[src/rtl/seq_generator.sv]
// seq_generator: serial pattern transmitter.
// Accepts a PAT_W-bit pattern and a repeat count through a valid/ready
// handshake, then shifts the pattern out MSB-first, one bit per clock, with
// repeats sent back-to-back. Outputs are decoded from registered state only.
// Optional feature: define SEQ_GEN_PARITY_EN to append one even-parity bit
// after every pattern repeat (PARITY state, is_parity output).
module seq_generator #(
    parameter int unsigned PAT_W = 4,
    parameter int unsigned CNT_W = 8
) (
    input  logic             clk,
    input  logic             rst,
    input  logic [PAT_W-1:0] pat_in,
    input  logic [CNT_W-1:0] rep_in,
    input  logic             start_valid,
    output logic             start_ready,
    input  logic             abort,
    output logic             data_out,
    output logic             bit_valid,
    output logic             is_parity,
    output logic             busy,
    output logic             done
);

    localparam int unsigned    BCW      = (PAT_W > 1) ? $clog2(PAT_W) : 1;
    localparam logic [BCW-1:0] LAST_BIT = BCW'(PAT_W - 1);
    localparam logic [BCW-1:0] BC_ONE   = BCW'(1);
    localparam logic [CNT_W-1:0] REP_ONE = CNT_W'(1);

`ifdef SEQ_GEN_PARITY_EN
    typedef enum logic [1:0] {
        IDLE   = 2'd0,
        SHIFT  = 2'd1,
        PARITY = 2'd2,
        DONE   = 2'd3
    } state_t;
`else
    typedef enum logic [1:0] {
        IDLE  = 2'd0,
        SHIFT = 2'd1,
        DONE  = 2'd3
    } state_t;
`endif

    state_t           state_q, state_d;
    logic [PAT_W-1:0] shreg_q, shreg_d;
    logic [PAT_W-1:0] pat_q,   pat_d;
    logic [CNT_W-1:0] rep_q,   rep_d;
    logic [BCW-1:0]   bitcnt_q, bitcnt_d;
    logic             rep_more;

    assign rep_more = (rep_q > REP_ONE);

    // State and datapath registers.
    always_ff @(posedge clk or negedge rst) begin
        if (!rst) begin
            state_q  <= IDLE;
            shreg_q  <= '0;
            pat_q    <= '0;
            rep_q    <= '0;
            bitcnt_q <= '0;
        end else begin
            state_q  <= state_d;
            shreg_q  <= shreg_d;
            pat_q    <= pat_d;
            rep_q    <= rep_d;
            bitcnt_q <= bitcnt_d;
        end
    end

    // Next-state and datapath update logic.
    always_comb begin
        state_d  = state_q;
        shreg_d  = shreg_q;
        pat_d    = pat_q;
        rep_d    = rep_q;
        bitcnt_d = bitcnt_q;
        case (state_q)
            IDLE: begin
                if (start_valid) begin
                    state_d  = SHIFT;
                    shreg_d  = pat_in;
                    pat_d    = pat_in;
                    rep_d    = (rep_in == '0) ? REP_ONE : rep_in;
                    bitcnt_d = '0;
                end
            end
            SHIFT: begin
                if (abort) begin
                    state_d  = IDLE;
                    rep_d    = '0;
                    bitcnt_d = '0;
                end else begin
                    shreg_d  = {shreg_q[PAT_W-2:0], 1'b0};
                    bitcnt_d = bitcnt_q + BC_ONE;
                    if (bitcnt_q == LAST_BIT) begin
                        bitcnt_d = '0;
`ifdef SEQ_GEN_PARITY_EN
                        state_d = PARITY;
`else
                        if (rep_more) begin
                            rep_d   = rep_q - REP_ONE;
                            shreg_d = pat_q;
                        end else begin
                            state_d = DONE;
                        end
`endif
                    end
                end
            end
`ifdef SEQ_GEN_PARITY_EN
            PARITY: begin
                if (abort) begin
                    state_d  = IDLE;
                    rep_d    = '0;
                    bitcnt_d = '0;
                end else if (rep_more) begin
                    state_d = SHIFT;
                    rep_d   = rep_q - REP_ONE;
                    shreg_d = pat_q;
                end else begin
                    state_d = DONE;
                end
            end
`endif
            DONE: begin
                state_d = IDLE;
            end
            default: begin
                state_d = IDLE;
            end
        endcase
    end

    // Output decode from registered state only.
    always_comb begin
        start_ready = 1'b0;
        data_out    = 1'b0;
        bit_valid   = 1'b0;
        is_parity   = 1'b0;
        busy        = 1'b0;
        done        = 1'b0;
        case (state_q)
            IDLE: begin
                start_ready = 1'b1;
            end
            SHIFT: begin
                busy      = 1'b1;
                bit_valid = 1'b1;
                data_out  = shreg_q[PAT_W-1];
            end
`ifdef SEQ_GEN_PARITY_EN
            PARITY: begin
                busy      = 1'b1;
                bit_valid = 1'b1;
                is_parity = 1'b1;
                data_out  = ^pat_q;
            end
`endif
            DONE: begin
                busy = 1'b1;
                done = 1'b1;
            end
            default: begin
                start_ready = 1'b0;
            end
        endcase
    end

endmodule
[config.mk]
export PLATFORM = sky130hd
export DESIGN_NAME = seq_generator
export DESIGN_NICKNAME = d
export VERILOG_FILES = /design/src/rtl/seq_generator.sv
export SDC_FILE = /design/constraint.sdc
export NUM_CORES = 1
export LEC_CHECK = 0
export ABC_AREA = 1
export CAP_MARGIN = 20
export CORE_ASPECT_RATIO = 1.25
export CORE_MARGIN = 2
export CORE_UTILIZATION = 52
export CTS_CLUSTER_DIAMETER = 150
export DETAILED_ROUTE_END_ITERATION = 10
export GPL_TIMING_DRIVEN = 1
export PLACE_DENSITY = 0.77
export SLEW_MARGIN = 20
export SYNTH_ARGS = -nofsm -noshare
export SYNTH_HDL_FRONTEND = slang
export SYNTH_SLANG_ARGS = --single-unit
[constraint.sdc]
create_clock -name clk -period 1.8 [get_ports clk]
set_input_delay 0.36 -clock clk [delete_from_list [all_inputs] [get_ports clk]]
set_output_delay 0.36 -clock clk [all_outputs]
set_load 0.03 [all_outputs]
==> flow_metrics.env, run 1 <==
export IMPL_highest_layer="met4"
export IMPL_die_area_um2=2840
export IMPL_crit_type="reg -> out"
export IMPL_syn_nets=200
export IMPL_wl_met1_um=1200
export IMPL_ios=22
export IMPL_hold_violations=0
export IMPL_dp_slack_ps=55.0
export IMPL_cts_buffer_depth=2
export IMPL_ys_async_sr_fraction_pct=100
export IMPL_cts_buffers=3
export IMPL_synth_most_common_cell="nand2_1"
export IMPL_clock_latency_ps=310
export IMPL_synth_edf_count=0
export IMPL_slew_viol_final=0
export IMPL_cts_root_buf="clkbuf_4"
export IMPL_yosys_area_top_type_share_pct=39.7
export IMPL_syn_area_um2=1260
export IMPL_synth_main_ff_cell="dfrtp_1"
export IMPL_path_max_fanout=4
export IMPL_syn2layout_area_growth_pct=24.0
export IMPL_drive_gt1_share_pct=11.5
export IMPL_num_antenna_cells=0
export IMPL_cap_viol_max_count=0
export IMPL_fillers=193
export IMPL_setup_violations_final=0
export IMPL_start_kind="flop"
export IMPL_end_kind="output port"
export IMPL_core_um2=2260
export IMPL_grt_setup_unrepaired="no"
export IMPL_finalClockSkew_ps=11.0
export IMPL_ys_types=25
export IMPL_syn_instance_count=181
export IMPL_layout_nets=229
export IMPL_holdBufCountCts=0
export IMPL_vias=1214
export IMPL_final_seq_area_um2=500
export IMPL_outcome="completed"
export IMPL_dpl_cell_count=236
export IMPL_worst_r2r_cell_count=10
export IMPL_avgSynthCellArea_um2=6.96
export IMPL_setup_tns_final_ps=0
export IMPL_whs_ps=382
export IMPL_worstPathArrival_ps=1340
export IMPL_hp_class="in -> async"
export IMPL_die_w_um=48.0
export IMPL_antenna_found_initial=0
export IMPL_ys_ff_latch=20
export IMPL_wl_met2_um=1560
export IMPL_fmax_mhz=590
export IMPL_vdd_drop_max_uv=810
export IMPL_layout_setup_ws_ps=104
export IMPL_initial_utilization_pct=55.8
export IMPL_seq_area_frac_synth_pct=39.7
export IMPL_reg2reg_slack_ps=160
export IMPL_globalplace_congestion=0.848
export IMPL_cts_sinks=20
export IMPL_grt_overflow=0
export IMPL_wire_per_inst_um=12.0
export IMPL_yosys_area_top_type="dfrtp_1"
export IMPL_drtIter0Drc=30
export IMPL_p_leak_nw=0.830
export IMPL_worstPathRequired_ps=1440
export IMPL_drc=0
export IMPL_ant_nets=0
export IMPL_ys_top_cells_by_count="nand2_1 (62), inv_1 (24), nor2_1 (21)"
export IMPL_synthTopCellsByArea="dfrtp_1 (40%), nand2_1 (18%), inv_1 (7.1%)"
export IMPL_tritoncts="done"
export IMPL_fin_cells=240
export IMPL_yosysWarnings=0
export IMPL_met3_length_um=95
export IMPL_hpwlAfterDp_um=2240
export IMPL_powerDensity_nw_per_um2=1330
export IMPL_via_per_inst=5.06
export IMPL_grt_pass1_wl_um=4740
export IMPL_grt_pass1_vias=1192
export IMPL_h_tree_depth=1
export IMPL_post_route_min_period_ps=1700
export IMPL_grt_use_total_pct=23.1
export IMPL_die_h_um=59.0
export IMPL_multi_input_area_um2=631
export IMPL_grt_max_degree=21
export IMPL_portBuffers=20
export IMPL_clkTransAtPathRegs_ps=120
export IMPL_first_pass_iters=4
export IMPL_period_share_pct=94.2
export IMPL_rows=19
export IMPL_drt_total_wl_um=2880
==> worst paths after layout <==
kind	start	to
worst min-delay path	rst	rep_q[4]
worst max register to register	rep_q[0]	rep_q[7]
min in group clk	pat_q[0]	pat_q[0]
worst min register to register	pat_q[0]	pat_q[0]
worst max-delay path	state_q[0]	start_ready
max in group asynchronous	rst	bitcnt_q[1]
==> metrics by stage <==
step	area (um2)	power, W	util (%)
CTS	1560	0.00209	69.0
global placement	1530	0.00179	67.6
detailed placement	1530	0.00182	67.6
finish	1560	0.00208	69.2
floorplan	1260	0.00151	-
global route	1560	0.00226	69.2
==> state kept, by name, summed over array words and instances, names as in the netlist <==
| signal | cells |
|---|---|
| rep_q | 8 |
| state_q | 2 |
| shreg_q | 4 |
| bitcnt_q | 2 |
| pat_q | 4 |
==> where the power goes <==
| group | total, W | switching [W] | internal, W |
|---|---|---|---|
| combinational | 0.00104 | 0.000636 | 0.000408 |
| sequential | 0.000769 | 0.000145 | 0.000624 |
| clock | 0.000266 | 0.000142 | 0.000123 |
| total | 0.00208 | 0.000923 | 0.00116 |
==> worst max-delay path, cell delays in order, from the launching register on <==
cell             delay, ps
dfrtp_1                460
nor2_1                 190
clkdlybuf4s15_1        390
==> cell usage in the layout, fill, tap and decap left out, types with 2 or more instances in the layout <==
master	n
nand2_1	62
inv_1	24
nor2_1	21
dfrtp_1	20
clkdlybuf4s50_1	15
nand3_1	11
buf_4	10
o21ai_0	8
a21oi_1	7
nand2_4	3
o22ai_1	3
ha_1	3
clkbuf_4	3
inv_2	2
nor2_4	2
nand4_1	2
dlygate4sd2_1	2
==> cells by family (layout without fill, tap and decap cells) <==
kind of cell	count (synthesis)	in the layout	share of synthesized area [%]
xor gates and xnor gates	1	1	0.695
DFF	20	20	39.7
adders and majority gates	3	3	2.98
AOI/OAI and AO/OA	21	21	9.34
and+or+nand+nor	104	104	36.7
other	1	1	0.298
buffers and inverters	31	59	10.2
==> final cells by class <==
class	count	share of cell area, %
inverters	27	6.65
well taps	31	2.48
repair buffers	28	16.2
multi-input cells	130	40.4
flip-flops and latches	20	32.0
clock buffers	4	2.32
==> what timing repair did <==
action / in CTS / in global routing
endpoints found under the setup margin: 3 / 2
gates resized for setup: 3 / 2
setup buffers: 0 / 0
==> routing by layer <==
| metal | global-route usage, % | vias to the layer above |
|---|---|---|
| li1 | - | 615 |
| met1 | 25.8 | 567 |
| met2 | 44.2 | 28 |
| met3 | 1.83 | 4 |
| met4 | 6.18 | 0 |
| met5 | 0 | - |
Note: power is estimated with default switching activity, not from simulation.
==> run 2, diff against run 1 <==
--- a/config.mk
+++ b/config.mk
@@ -10,11 +10,10 @@
 export CORE_ASPECT_RATIO = 1.25
 export CORE_MARGIN = 2
 export CORE_UTILIZATION = 52
-export CTS_CLUSTER_DIAMETER = 150
+export CTS_CLUSTER_DIAMETER = 30
 export DETAILED_ROUTE_END_ITERATION = 10
 export GPL_TIMING_DRIVEN = 1
 export PLACE_DENSITY = 0.77
-export SLEW_MARGIN = 20
 export SYNTH_ARGS = -nofsm -noshare
 export SYNTH_HDL_FRONTEND = slang
 export SYNTH_SLANG_ARGS = --single-unit
==> results of run 2 <==
The final DEF is identical to that of run 1; final timing and power are the same.
==> run 3, diff against run 2 <==
--- a/config.mk
+++ b/config.mk
@@ -13,6 +13,7 @@
 export CTS_CLUSTER_DIAMETER = 30
 export DETAILED_ROUTE_END_ITERATION = 10
 export GPL_TIMING_DRIVEN = 1
+export MAX_ROUTING_LAYER = met4
 export PLACE_DENSITY = 0.77
 export SYNTH_ARGS = -nofsm -noshare
 export SYNTH_HDL_FRONTEND = slang
==> constraint.sdc (replaced) <==
create_clock -name clk -period 1.8 [get_ports clk]
set_input_delay 0.27 -clock clk [delete_from_list [all_inputs] [get_ports clk]]
set_output_delay 0.27 -clock clk [all_outputs]
set_load 0.03 [all_outputs]
==> flow_metrics.env, run 3 (synthesized netlist as in run 1, its figures left out) <==
export IMPL_final_common_cell="nand2_1"
export IMPL_grt_max_degree=21
export IMPL_multi_input_area_um2=631
export IMPL_period_share_pct=95.3
export IMPL_num_antenna_cells=0
export IMPL_worstPathArrival_ps=1450
export IMPL_regMostFlops="rep_q"
export IMPL_syn2layout_area_growth_pct=22.9
export IMPL_ios=22
export IMPL_die_w_um=48.0
export IMPL_cts_root_buf="clkbuf_4"
export IMPL_dpl_cell_count=236
export IMPL_outcome="completed"
export IMPL_grt_pass1_wl_um=4770
export IMPL_initial_utilization_pct=55.8
export IMPL_globalplace_congestion=0.864
export IMPL_fmax_mhz=583
export IMPL_largest_reg_flops=8
export IMPL_drc=0
export IMPL_drive_gt1_share_pct=10.1
export IMPL_grt_pass1_vias=1176
export IMPL_cp_slowest_stage_delay_ps=700
export IMPL_hold_violations=0
export IMPL_final_seq_area_um2=500
export IMPL_die_area_um2=2840
export IMPL_grt_use_total_pct=23.9
export IMPL_reg_largest_list="rep_q x8, pat_q x4, shreg_q x4"
export IMPL_antenna_found_initial=0
export IMPL_crit_family="buffers and inverters"
export IMPL_hpwlAfterDp_um=2200
export IMPL_cts_buffer_depth=2
export IMPL_setup_tns_final_ps=0
export IMPL_vias=1230
export IMPL_cts_sinks=20
export IMPL_holdBufCountCts=0
export IMPL_h_tree_depth=1
export IMPL_wire_per_inst_um=11.5
export IMPL_layout_nets=229
export IMPL_crit_buf_inv=1
export IMPL_cp_slowest_cell="clkdlybuf4s50_1"
export IMPL_path_max_fanout=4
export IMPL_finalClockSkew_ps=4.30
export IMPL_powerDensity_nw_per_um2=1290
export IMPL_crit_type="reg -> out"
export IMPL_via_per_inst=5.15
export IMPL_ant_nets=0
export IMPL_cts_buffers=3
export IMPL_setup_violations_final=0
export IMPL_drt_total_wl_um=2760
export IMPL_clock_latency_ps=290
export IMPL_core_um2=2260
export IMPL_p_leak_nw=0.823
export IMPL_vdd_drop_max_uv=742
export IMPL_post_route_min_period_ps=1720
export IMPL_fillers=198
export IMPL_slew_viol_final=0
export IMPL_most_common_layout_cells="nand2_1 (62), inv_1 (24), nor2_1 (21)"
export IMPL_tritoncts="done"
export IMPL_ctsResizeCount=4
export IMPL_first_pass_iters=4
export IMPL_critical_path_cell_chain="clkdlybuf4s50_1"
export IMPL_worstPathRequired_ps=1530
export IMPL_postCtsSetupRepairBufs=0
export IMPL_hp_class="in -> async"
export IMPL_grt_setup_unrepaired="no"
export IMPL_grt_overflow=0
export IMPL_drtIter0Drc=19
export IMPL_clkTransAtPathRegs_ps=110
export IMPL_rows=19
export IMPL_fin_cells=239
export IMPL_cap_viol_max_count=0
export IMPL_die_h_um=59.0
export IMPL_end_kind="output port"
export IMPL_start_kind="flop"
export IMPL_fin_util_pct=68.6
export IMPL_portBuffers=20
[run 3: final timing paths]
kind                            startpoint    endpoint  slack, ps  cells past startpoint
worst min-delay path                   rst    rep_q[2]        320                      2
worst min register to register    pat_q[0]    pat_q[0]        500                      2
worst max-delay path            state_q[0]        busy         80                      1
min in group clk                  pat_q[0]    pat_q[0]        500                      2
worst max register to register  state_q[1]  shreg_q[1]        170                      9
max in group asynchronous              rst  shreg_q[0]       1270                      2
[run 3: through the flow]
step / total power, W / hold WS (ps) / instance area (um2) / worst slack [ps]
5_1_grt: 0.00221 / 335 / 1550 / 25.3
2_1_floorplan: 0.00151 / -25.6 / 1260 / 179
4_1_cts: 0.00202 / 323 / 1550 / 65.4
6_report: 0.00200 / 315 / 1550 / 85.0
3_3_place_gp: 0.00180 / 468 / 1530 / 172
3_5_place_dp: 0.00183 / 470 / 1530 / 117
[run 3: area by class of cell]
| type | instances | area share [%] |
|---|---|---|
| Multi-Input combinational cell | 130 | 40.7 |
| Timing Repair Buffer | 28 | 16.5 |
| Sequential cell | 20 | 32.3 |
| Tap cell | 31 | 2.50 |
| Clock buffer | 3 | 1.45 |
| Inverter | 27 | 6.54 |
[run 3: report_power, final]
part	switching, W	internal, W	leakage [nW]
Clock	0.000128	0.0000778	0.0138
Combinational	0.000624	0.000410	0.561
Sequential	0.000142	0.000624	0.248
Total	0.000893	0.00111	0.823
[run 3: routing by layer]
metal	vias up	track usage (%)	routed length (um)
li1	614	-	-
met3	6	1.83	71
met5	-	-	0
met1	581	28.9	1170
met4	0	9.27	46
met2	29	40.0	1460
